$ cat src/rtl/apix_pkg.sv
// Shared constants and types for the APIX serial link.
// Used by both the transmitter and the receiver.
package apix_pkg;

    localparam logic [7:0] SYNC_WORD_DEF = 8'hA5;
    localparam logic [7:0] CRC_POLY      = 8'h07;
    localparam logic [7:0] CRC_INIT      = 8'h00;
    localparam int         FRAME_BITS    = 40;
    localparam int         SYNC_BITS     = 8;
    localparam int         CRC_BITS      = 8;

    typedef enum logic [1:0] {
        ST_HUNT,
        ST_DATA,
        ST_CRC
    } rx_state_t;

    // One MSB-first step of the CRC-8 LFSR.
    function automatic logic [7:0] crc8_step(
        input logic [7:0] crc,
        input logic       din
    );
        logic w_fb;
        w_fb = crc[7] ^ din;
        return {crc[6:0], 1'b0} ^ (w_fb ? CRC_POLY : 8'h00);
    endfunction

endpackage

$ cat src/rtl/apix_crc8_serial.sv
// Bit-serial CRC-8 generator, one bit per enabled clock.
// Shared by the APIX transmitter and receiver.
module apix_crc8_serial
    import apix_pkg::*;
(
    input  logic       i_clk,
    input  logic       i_rst,
    input  logic       i_clear,
    input  logic       i_en,
    input  logic       i_bit,
    output logic [7:0] o_crc
);

    logic [7:0] r_crc;

    always_ff @(posedge i_clk) begin
        if (i_rst || i_clear) begin
            r_crc <= CRC_INIT;
        end else if (i_en) begin
            r_crc <= crc8_step(r_crc, i_bit);
        end
    end

    assign o_crc = r_crc;

endmodule

$ cat src/rtl/apix_receiver.sv
// APIX serial receiver: sync hunt, pixel deserialiser, CRC-8 check,
// link lock tracking and saturating error statistics.
module apix_receiver
    import apix_pkg::*;
#(
    parameter int         PIXEL_W     = 24,
    parameter logic [7:0] SYNC_WORD   = SYNC_WORD_DEF,
    parameter int         LOCK_FRAMES = 4,
    parameter int         UNLOCK_ERRS = 2
) (
    input  logic               i_clk,
    input  logic               i_rst,
    input  logic               i_apix_data,
    output logic [PIXEL_W-1:0] o_pixel_data,
    output logic               o_pixel_valid,
    output logic               o_crc_error,
    output logic               o_locked,
    output logic [15:0]        o_err_count
);

    localparam int CNT_W = $clog2(PIXEL_W + 1);
    localparam int RUN_W = 8;

    localparam logic [CNT_W-1:0] DATA_LAST = CNT_W'(PIXEL_W - 1);
    localparam logic [CNT_W-1:0] CRC_LAST  = CNT_W'(CRC_BITS - 1);
    localparam logic [RUN_W-1:0] LOCK_N    = RUN_W'(LOCK_FRAMES);
    localparam logic [RUN_W-1:0] UNLOCK_N  = RUN_W'(UNLOCK_ERRS);

    rx_state_t          r_state;
    logic [6:0]         r_sync;
    logic [6:0]         r_rx_crc;
    logic [PIXEL_W-1:0] r_pix_sh;
    logic [CNT_W-1:0]   r_bit_cnt;
    logic [RUN_W-1:0]   r_good_run;
    logic [RUN_W-1:0]   r_bad_run;
    logic [PIXEL_W-1:0] r_pixel_data;
    logic               r_pixel_valid;
    logic               r_crc_error;
    logic               r_locked;
    logic [15:0]        r_err_count;

    logic [7:0]         w_sync_next;
    logic [7:0]         w_rx_crc_next;
    logic               w_sync_hit;
    logic               w_crc_en;
    logic [7:0]         w_crc;
    logic [RUN_W-1:0]   w_good_inc;
    logic [RUN_W-1:0]   w_bad_inc;
    logic [15:0]        w_err_inc;

    assign w_sync_next   = {r_sync, i_apix_data};
    assign w_rx_crc_next = {r_rx_crc, i_apix_data};
    assign w_sync_hit    = (r_state == ST_HUNT) && (w_sync_next == SYNC_WORD);
    assign w_crc_en      = (r_state == ST_DATA);

    assign w_good_inc = (r_good_run == LOCK_N) ? r_good_run
                                               : r_good_run + 1'b1;
    assign w_bad_inc  = (r_bad_run == UNLOCK_N) ? r_bad_run
                                                : r_bad_run + 1'b1;
    assign w_err_inc  = (r_err_count == 16'hFFFF) ? r_err_count
                                                  : r_err_count + 16'd1;

    apix_crc8_serial u_crc (
        .i_clk   (i_clk),
        .i_rst   (i_rst),
        .i_clear (w_sync_hit),
        .i_en    (w_crc_en),
        .i_bit   (i_apix_data),
        .o_crc   (w_crc)
    );

    always_ff @(posedge i_clk) begin
        if (i_rst) begin
            r_state       <= ST_HUNT;
            r_sync        <= '0;
            r_rx_crc      <= '0;
            r_pix_sh      <= '0;
            r_bit_cnt     <= '0;
            r_good_run    <= '0;
            r_bad_run     <= '0;
            r_pixel_data  <= '0;
            r_pixel_valid <= 1'b0;
            r_crc_error   <= 1'b0;
            r_locked      <= 1'b0;
            r_err_count   <= '0;
        end else begin
            r_pixel_valid <= 1'b0;
            r_crc_error   <= 1'b0;
            unique case (r_state)
                ST_HUNT: begin
                    // Clearing on exit means a sync match needs 8 fresh HUNT bits.
                    if (w_sync_hit) begin
                        r_state   <= ST_DATA;
                        r_sync    <= '0;
                        r_bit_cnt <= '0;
                    end else begin
                        r_sync <= w_sync_next[6:0];
                    end
                end
                ST_DATA: begin
                    r_pix_sh <= {r_pix_sh[PIXEL_W-2:0], i_apix_data};
                    if (r_bit_cnt == DATA_LAST) begin
                        r_state   <= ST_CRC;
                        r_bit_cnt <= '0;
                    end else begin
                        r_bit_cnt <= r_bit_cnt + 1'b1;
                    end
                end
                ST_CRC: begin
                    r_rx_crc <= w_rx_crc_next[6:0];
                    if (r_bit_cnt == CRC_LAST) begin
                        r_state   <= ST_HUNT;
                        r_bit_cnt <= '0;
                        if (w_rx_crc_next == w_crc) begin
                            r_pixel_data  <= r_pix_sh;
                            r_pixel_valid <= 1'b1;
                            r_good_run    <= w_good_inc;
                            r_bad_run     <= '0;
                            if (w_good_inc == LOCK_N) begin
                                r_locked <= 1'b1;
                            end
                        end else begin
                            r_crc_error <= 1'b1;
                            r_err_count <= w_err_inc;
                            r_bad_run   <= w_bad_inc;
                            r_good_run  <= '0;
                            if (w_bad_inc == UNLOCK_N) begin
                                r_locked <= 1'b0;
                            end
                        end
                    end else begin
                        r_bit_cnt <= r_bit_cnt + 1'b1;
                    end
                end
                default: begin
                    r_state <= ST_HUNT;
                end
            endcase
        end
    end

    assign o_pixel_data  = r_pixel_data;
    assign o_pixel_valid = r_pixel_valid;
    assign o_crc_error   = r_crc_error;
    assign o_locked      = r_locked;
    assign o_err_count   = r_err_count;

endmodule

$ cat config.mk
export PLATFORM = sky130hd
export DESIGN_NAME = apix_receiver
export DESIGN_NICKNAME = d
export VERILOG_FILES = /design/src/rtl/apix_pkg.sv /design/src/rtl/apix_crc8_serial.sv /design/src/rtl/apix_receiver.sv
export SDC_FILE = /design/constraint.sdc
export NUM_CORES = 1
export LEC_CHECK = 0
export CAP_MARGIN = 20
export CORE_MARGIN = 5
export CORE_UTILIZATION = 52
export CTS_CLUSTER_DIAMETER = 80
export CTS_CLUSTER_SIZE = 10
export DETAILED_ROUTE_END_ITERATION = 16
export PLACE_DENSITY_LB_ADDON = 0.05
export SLEW_MARGIN = 25
export SYNTH_ARGS = -nofsm -noshare
export SYNTH_HDL_FRONTEND = slang
export SYNTH_SLANG_ARGS = --single-unit
$ cat constraint.sdc
create_clock -name i_clk -period 2 [get_ports i_clk]
set_input_delay 0.4 -clock i_clk [delete_from_list [all_inputs] [get_ports i_clk]]
set_output_delay 0.4 -clock i_clk [all_outputs]
set_load 0.01 [all_outputs]
# ---- Word-level counts from Yosys, hierarchy flattened
# Cells that the tools add are included.
dict set report op_classes {
  add_sub_neg 4
  mul 0
  div 0
  n_lt_le_gt_ge 0
  n_eq_ne 15
  n_shift 0
  n_mux 19
  bitwise_logic 6
  n_reduce_logical 12
}
# cell count
set op_table {}
lappend op_table {{2-to-1 mux 8 bit} 4}
lappend op_table {{adder 16 x 1 -> 16 bit (second input constant)} 1}
lappend op_table {{adder 8 x 1 -> 8 bit (second input constant)} 2}
lappend op_table {{equality test 16 bit (second input constant)} 1}
lappend op_table {{equality test 8 x 2 -> 1 bit (second input constant)} 2}
lappend op_table {{equality test 8 x 3 -> 1 bit (second input constant)} 2}
lappend op_table {{2-to-1 mux 5 bit} 3}
lappend op_table {{one-hot mux 5 bit (3 select lines)} 1}
lappend op_table {{equality test 8 bit} 1}
lappend op_table {{equality test 8 bit (second input constant)} 1}
lappend op_table {{AND reduction 4 bit} 2}
lappend op_table {{bitwise XOR 8 bit} 1}
lappend op_table {{2-to-1 mux 7 bit} 1}
lappend op_table {{2-to-1 mux 2 bit} 3}
lappend op_table {{one-hot mux 2 bit (3 select lines)} 1}
lappend op_table {{AND reduction 3 bit} 2}
lappend op_table {{adder 5 x 1 -> 5 bit (second input constant)} 1}
lappend op_table {{equality test 5 x 3 -> 1 bit (second input constant)} 1}
lappend op_table {{equality test 5 bit (second input constant)} 1}
lappend op_table {{2-to-1 mux 1 bit} 5}
lappend op_table {{inequality test 2 x 1 -> 1 bit (second input constant)} 2}
lappend op_table {{inequality test 2 bit (second input constant)} 2}
lappend op_table {{inverter 1 bit} 4}
lappend op_table {{AND reduction 2 bit} 2}
lappend op_table {{other kinds (10)} 10}
dict set report totals {
  register_bits 112
  latchBits 0
  mem_bits_rw 0
  mem_bits_ro 0
  input_bits 3
  output_inout_bits 43
  memories 0
}

# ---- Depth between registers and ports, before layout
dict set report logic_depth {
  depth_word 5
  depth_mapped 9
}

# ---- Modules after synthesis
# Synthesis repeated with hierarchy kept, for this count alone.
dict set report unflattened {
  hier_cells 536
  area_unflattened_um2 4973.5
}
# mod n_inst cells_each area_per_inst_um2 seq_area_each_um2
set modules_own_cells {}
lappend modules_own_cells {apix_receiver 1 502 4629.4 2082.0}
lappend modules_own_cells {apix_crc8_serial 1 34 344.1 160.2}

# ---- Worst setup path after synthesis
# No wires, ideal clock.
dict set report synth_path {
  path_kind {reg-to-reg}
  startpoint {register r_bit_cnt[0]}
  endpoint {register r_pixel_data[10], in the netlist o_pixel_data[10]}
  setup_time_ns 0.128
  t_arrival_ns 1.779
  slack_ns 0.094
  path_stages_with_launch 9
  n_path_buf 2
  cell_sequence {dfxtp_1 > ha_1 > nand4bb_1 > or2_2 > nor3_1 > buf_4 > buf_4 > mux2i_1 > nor2_1}
}
dict set report synth_between {
  elab_chain_cells 2
}
# element line_no
set synth_lines {}
lappend synth_lines {{start: declaration} apix_receiver.sv:33} ;# logic [CNT_W-1:0] r_bit_cnt;
lappend synth_lines {{start signal: assignment} apix_receiver.sv:106} ;# r_bit_cnt <= r_bit_cnt + 1'b1;
lappend synth_lines {{start signal: assignment} apix_receiver.sv:132} ;# r_bit_cnt <= r_bit_cnt + 1'b1;
lappend synth_lines {{equality test 5 x 3 -> 1 bit} apix_receiver.sv:111} ;# if (r_bit_cnt == CRC_LAST) begin
lappend synth_lines {{AND reduction 3 bit (no line)} n/a}
lappend synth_lines {{end signal: assignment} apix_receiver.sv:115} ;# r_pixel_data <= r_pix_sh;
lappend synth_lines {{end: declaration} apix_receiver.sv:36} ;# logic [PIXEL_W-1:0] r_pixel_data;
# No other way between the ends.
# A chain may end at the register's enable or synchronous reset.

# ---- Worst setup path after layout
dict set report layout_path {
  startpoint {input port i_apix_data}
  endpoint {register r_err_count[8], in the netlist o_err_count[8]}
}
dict set report layout_between {
  elab_chain_cells 3
}
# element line_no
set layout_lines {}
lappend layout_lines {{start: declaration} apix_receiver.sv:13} ;# input logic i_apix_data,
lappend layout_lines {{equality test 8 bit} apix_receiver.sv:114} ;# if (w_rx_crc_next == w_crc) begin
lappend layout_lines {{inverter 1 bit (no line)} n/a}
lappend layout_lines {{AND reduction 4 bit (no line)} n/a}
lappend layout_lines {{end signal: assignment} apix_receiver.sv:124} ;# r_err_count <= w_err_inc;
lappend layout_lines {{end: declaration} apix_receiver.sv:40} ;# logic [15:0] r_err_count;
# No other way between the ends.

==> flow_summary.toml <==
[status]
outcome = "completed"

[clocking]
path_clk_slew_ns = 0.10
cts_inserted_buffers = 9
cts_tree = "built"
ctsRootBufferMaster = "clkbuf_8"
clkLatencyLatePin_ns = 0.37
holdBufCountCts = 0
clock_sinks = 112
clock_path_buffers = 2
htreeDepth = 3

[cells_and_area]
drive_above_1_share_pct = 13.6
multiInputGateArea_um2 = 2640
regArea_um2 = 2250
fill_cells = 787
finalCoreUtilization_pct = 65.6
antennaDiodeCount = 0
area_delta_synth_final_pct = 21.9
layout.nets = 635

[routing]
ant_nets = 0
wl_per_cell_um = 14.1
wl_met1_um = 4960
drt_iter0_markers = 171
firstDrtPassIters = 4
wl_um = 10700
top_layer = "met4"
via_per_inst = 5.47
vias = 4132
drcViolationCount = 0
routed-wl-met2_um = 5220
wl_met3_um = 401

[timing]
tightestPinTransition_ns = 0.482
setup_viol = 0
clock.fmax_mhz = 513
slew_viol_final = 0
hold_violations = 0
relSlewSlack_pct = 67.4
fin_crit_sh_pct = 97.5
fin_crit_ns = 1.95
tns_ns = 0
fin_worst_skew_ns = 0.0154
layout_setup_ws_ns = 0.0506

[floorplan]
die_w_um = 108
io-pin-count = 46
chipHeight_um = 108
core-area_um2 = 9330
rows = 35
start_util_pct = 53.8
die-area_um2 = 11700

[placement]
gp_congestion = 0.819
pre_cts_ws_ns = -0.305
dp_hpwl_um = 7240
port_buffers = 45

[critical_path]
worst_setup_path_end_kind = "register"
cp_num_buf_inv = 3
cpMaxStageDelayCell = "clkdlybuf4s50_1"
r2r-start = "r_bit_cnt[0]"
crit_arrival_ns = 2.25
cp_data_required_time_ns = 2.30
cp-start-kind = "input pin"
cp-startpoint = "i_apix_data"
cp_slowest_stage_delay_ns = 0.48
path_class = "in2reg"
crit_chain = "clkdlybuf4s50_1 > xnor2_1 > nand4_1 > o21ai_1 > buf_6 > buf_4 > or4_1 > a21oi_1"
critPathTopFamily = "buffers and inverters"
worstPathMaxFanout = 16

[worst_hold_path]
hold_class = "in2reg"
min_from = "i_rst"

[power_and_ir_drop]
peakVddDrop_mv = 0.420
power.leakage_nw = 2.11
power.density_nw_per_um2 = 591
total_power_mw = 3.62

[grt]
grt_pass1_vias = 3909
grt_max_degree = 37
grt_pass1_wl_um = 18000
grt_usage_pct = 18.7
grt_antenna_before_repair = 0
grt-ovfl-total = 0

[synth]
syn-cell-area_um2 = 5020
synth_fp_nets = 568
synthArstFlopShare_pct = 0
synth_cell_types = 53
seq_area_frac_synth_pct = 44.6
postSynthCellCount = 555
ys.flop_type = "dfxtp_1"
syn_area_per_cell_um2 = 9.05
yosysWarnings = 0
ys_seq_elements = 112
synth_edf_count = 0

[run]
cap_violations = 0
report_power, final:
part	switching [mW]	total, mW	internal [mW]
clock	0.822	1.31	0.488
sequential	0.00219	2.23	2.23
combinational	0.0555	0.0766	0.0212
worst reg2reg max path, stage by stage, from the launching register on:
cell	delay (ns)
dfxtp_2	0.38
ha_4	0.15
nand4bb_4	0.13
or2_4	0.31
nor3_4	0.20
buf_4	0.17
buf_12	0.16
mux2i_1	0.23
nor2_1	0.07
metal layers:
| layer | vias to the layer above | track usage, % |
|---|---|---|
| li1 | 2090 | - |
| met1 | 1960 | 23.9 |
| met2 | 75 | 32.1 |
| met3 | 7 | 4.42 |
| met4 | 0 | 4.33 |
| met5 | - | 0 |
cell type report:
cell class              instances  share of cell area [%]
clock buffers                  10                    2.08
well taps                     129                    2.64
repair buffers                 91                    13.6
flip-flops and latches        112                    36.7
clock inverters                 6                    1.00
inverters                      15                   0.919
multi-input cells             393                    43.1
cell usage after synthesis (all sizes together) (10+ instances only):
cell | instances | area, um^2
dfxtp | 112 | 2240
nor2 | 93 | 359
mux2i | 67 | 671
a21oi | 30 | 150
clkbuf | 26 | 97.6
nand2 | 26 | 97.6
nand3 | 26 | 130
inv | 15 | 56.3
o21ai | 15 | 75.1
xnor2 | 13 | 114
nand4 | 11 | 68.8
ha | 10 | 125
path summary, 6_finish.rpt:
| kind | to | slack (ns) | cells after the start |
|---|---|---|---|
| setup / recovery | o_err_count[8] | 0.05 | 8 |
| hold / removal | o_crc_error | 0.42 | 2 |
| setup reg to reg | o_pixel_data[2] | 0.08 | 8 |
| hold reg to reg | o_locked | 0.47 | 2 |
flip-flops by register name (all words and copies together) (netlist names), 7 cells and up:
signal        cells
o_err_count      16
o_pixel_data     24
r_bad_run         8
r_good_run        8
r_pix_sh         24
r_rx_crc          7
r_sync            7
u_crc.o_crc       8
cells in the final DEF, fill, tap and decap left out, types with 5 or more instances in the layout:
master,synthesis,final
xnor2_1,13,13
nand4_1,11,11
a31oi_1,5,5
clkbuf_8,0,9
o21ai_0,13,13
a21oi_1,30,28
ha_1,10,6
o31ai_1,7,7
nor4_1,7,7
nor2_1,91,90
or4_1,7,7
nand3_1,26,25
nand3b_1,6,6
nor2b_1,7,7
clkdlybuf4s50_1,0,44
nand2_1,26,26
mux2i_1,67,67
inv_1,15,14
nor3_1,9,8
and3_1,5,5
buf_4,3,43
dfxtp_1,112,108
metrics by stage:
| step | instances | hold WS [ns] | instance area [um^2] |
|---|---|---|---|
| floorplan | 555 | 0.449 | 5020 |
| global placement | 732 | 0.439 | 5780 |
| detailed placement | 732 | 0.446 | 5780 |
| CTS | 750 | 0.402 | 6000 |
| global route | 756 | 0.403 | 6120 |
| finish | 756 | 0.420 | 6120 |
logic make-up after synthesis:
kind of cell / share of synthesized area, %
AO/OA/AOI/OAI: 9.89
XOR/XNOR: 2.96
adder cells (fa/ha/maj): 2.49
buffers and inverters: 4.23
flip-flops: 44.6
multiplexers: 14.7
AND/OR/NAND/NOR: 21.1
repair_timing:
action | 4_1_cts | 5_1_grt
pin swaps | 1 | 5
buffers inserted | 2 | 5
gates cloned | 0 | 1
endpoints found under the setup margin | 31 | 48
gates resized for setup | 4 | 16
Power figures use the tool's default switching activity.
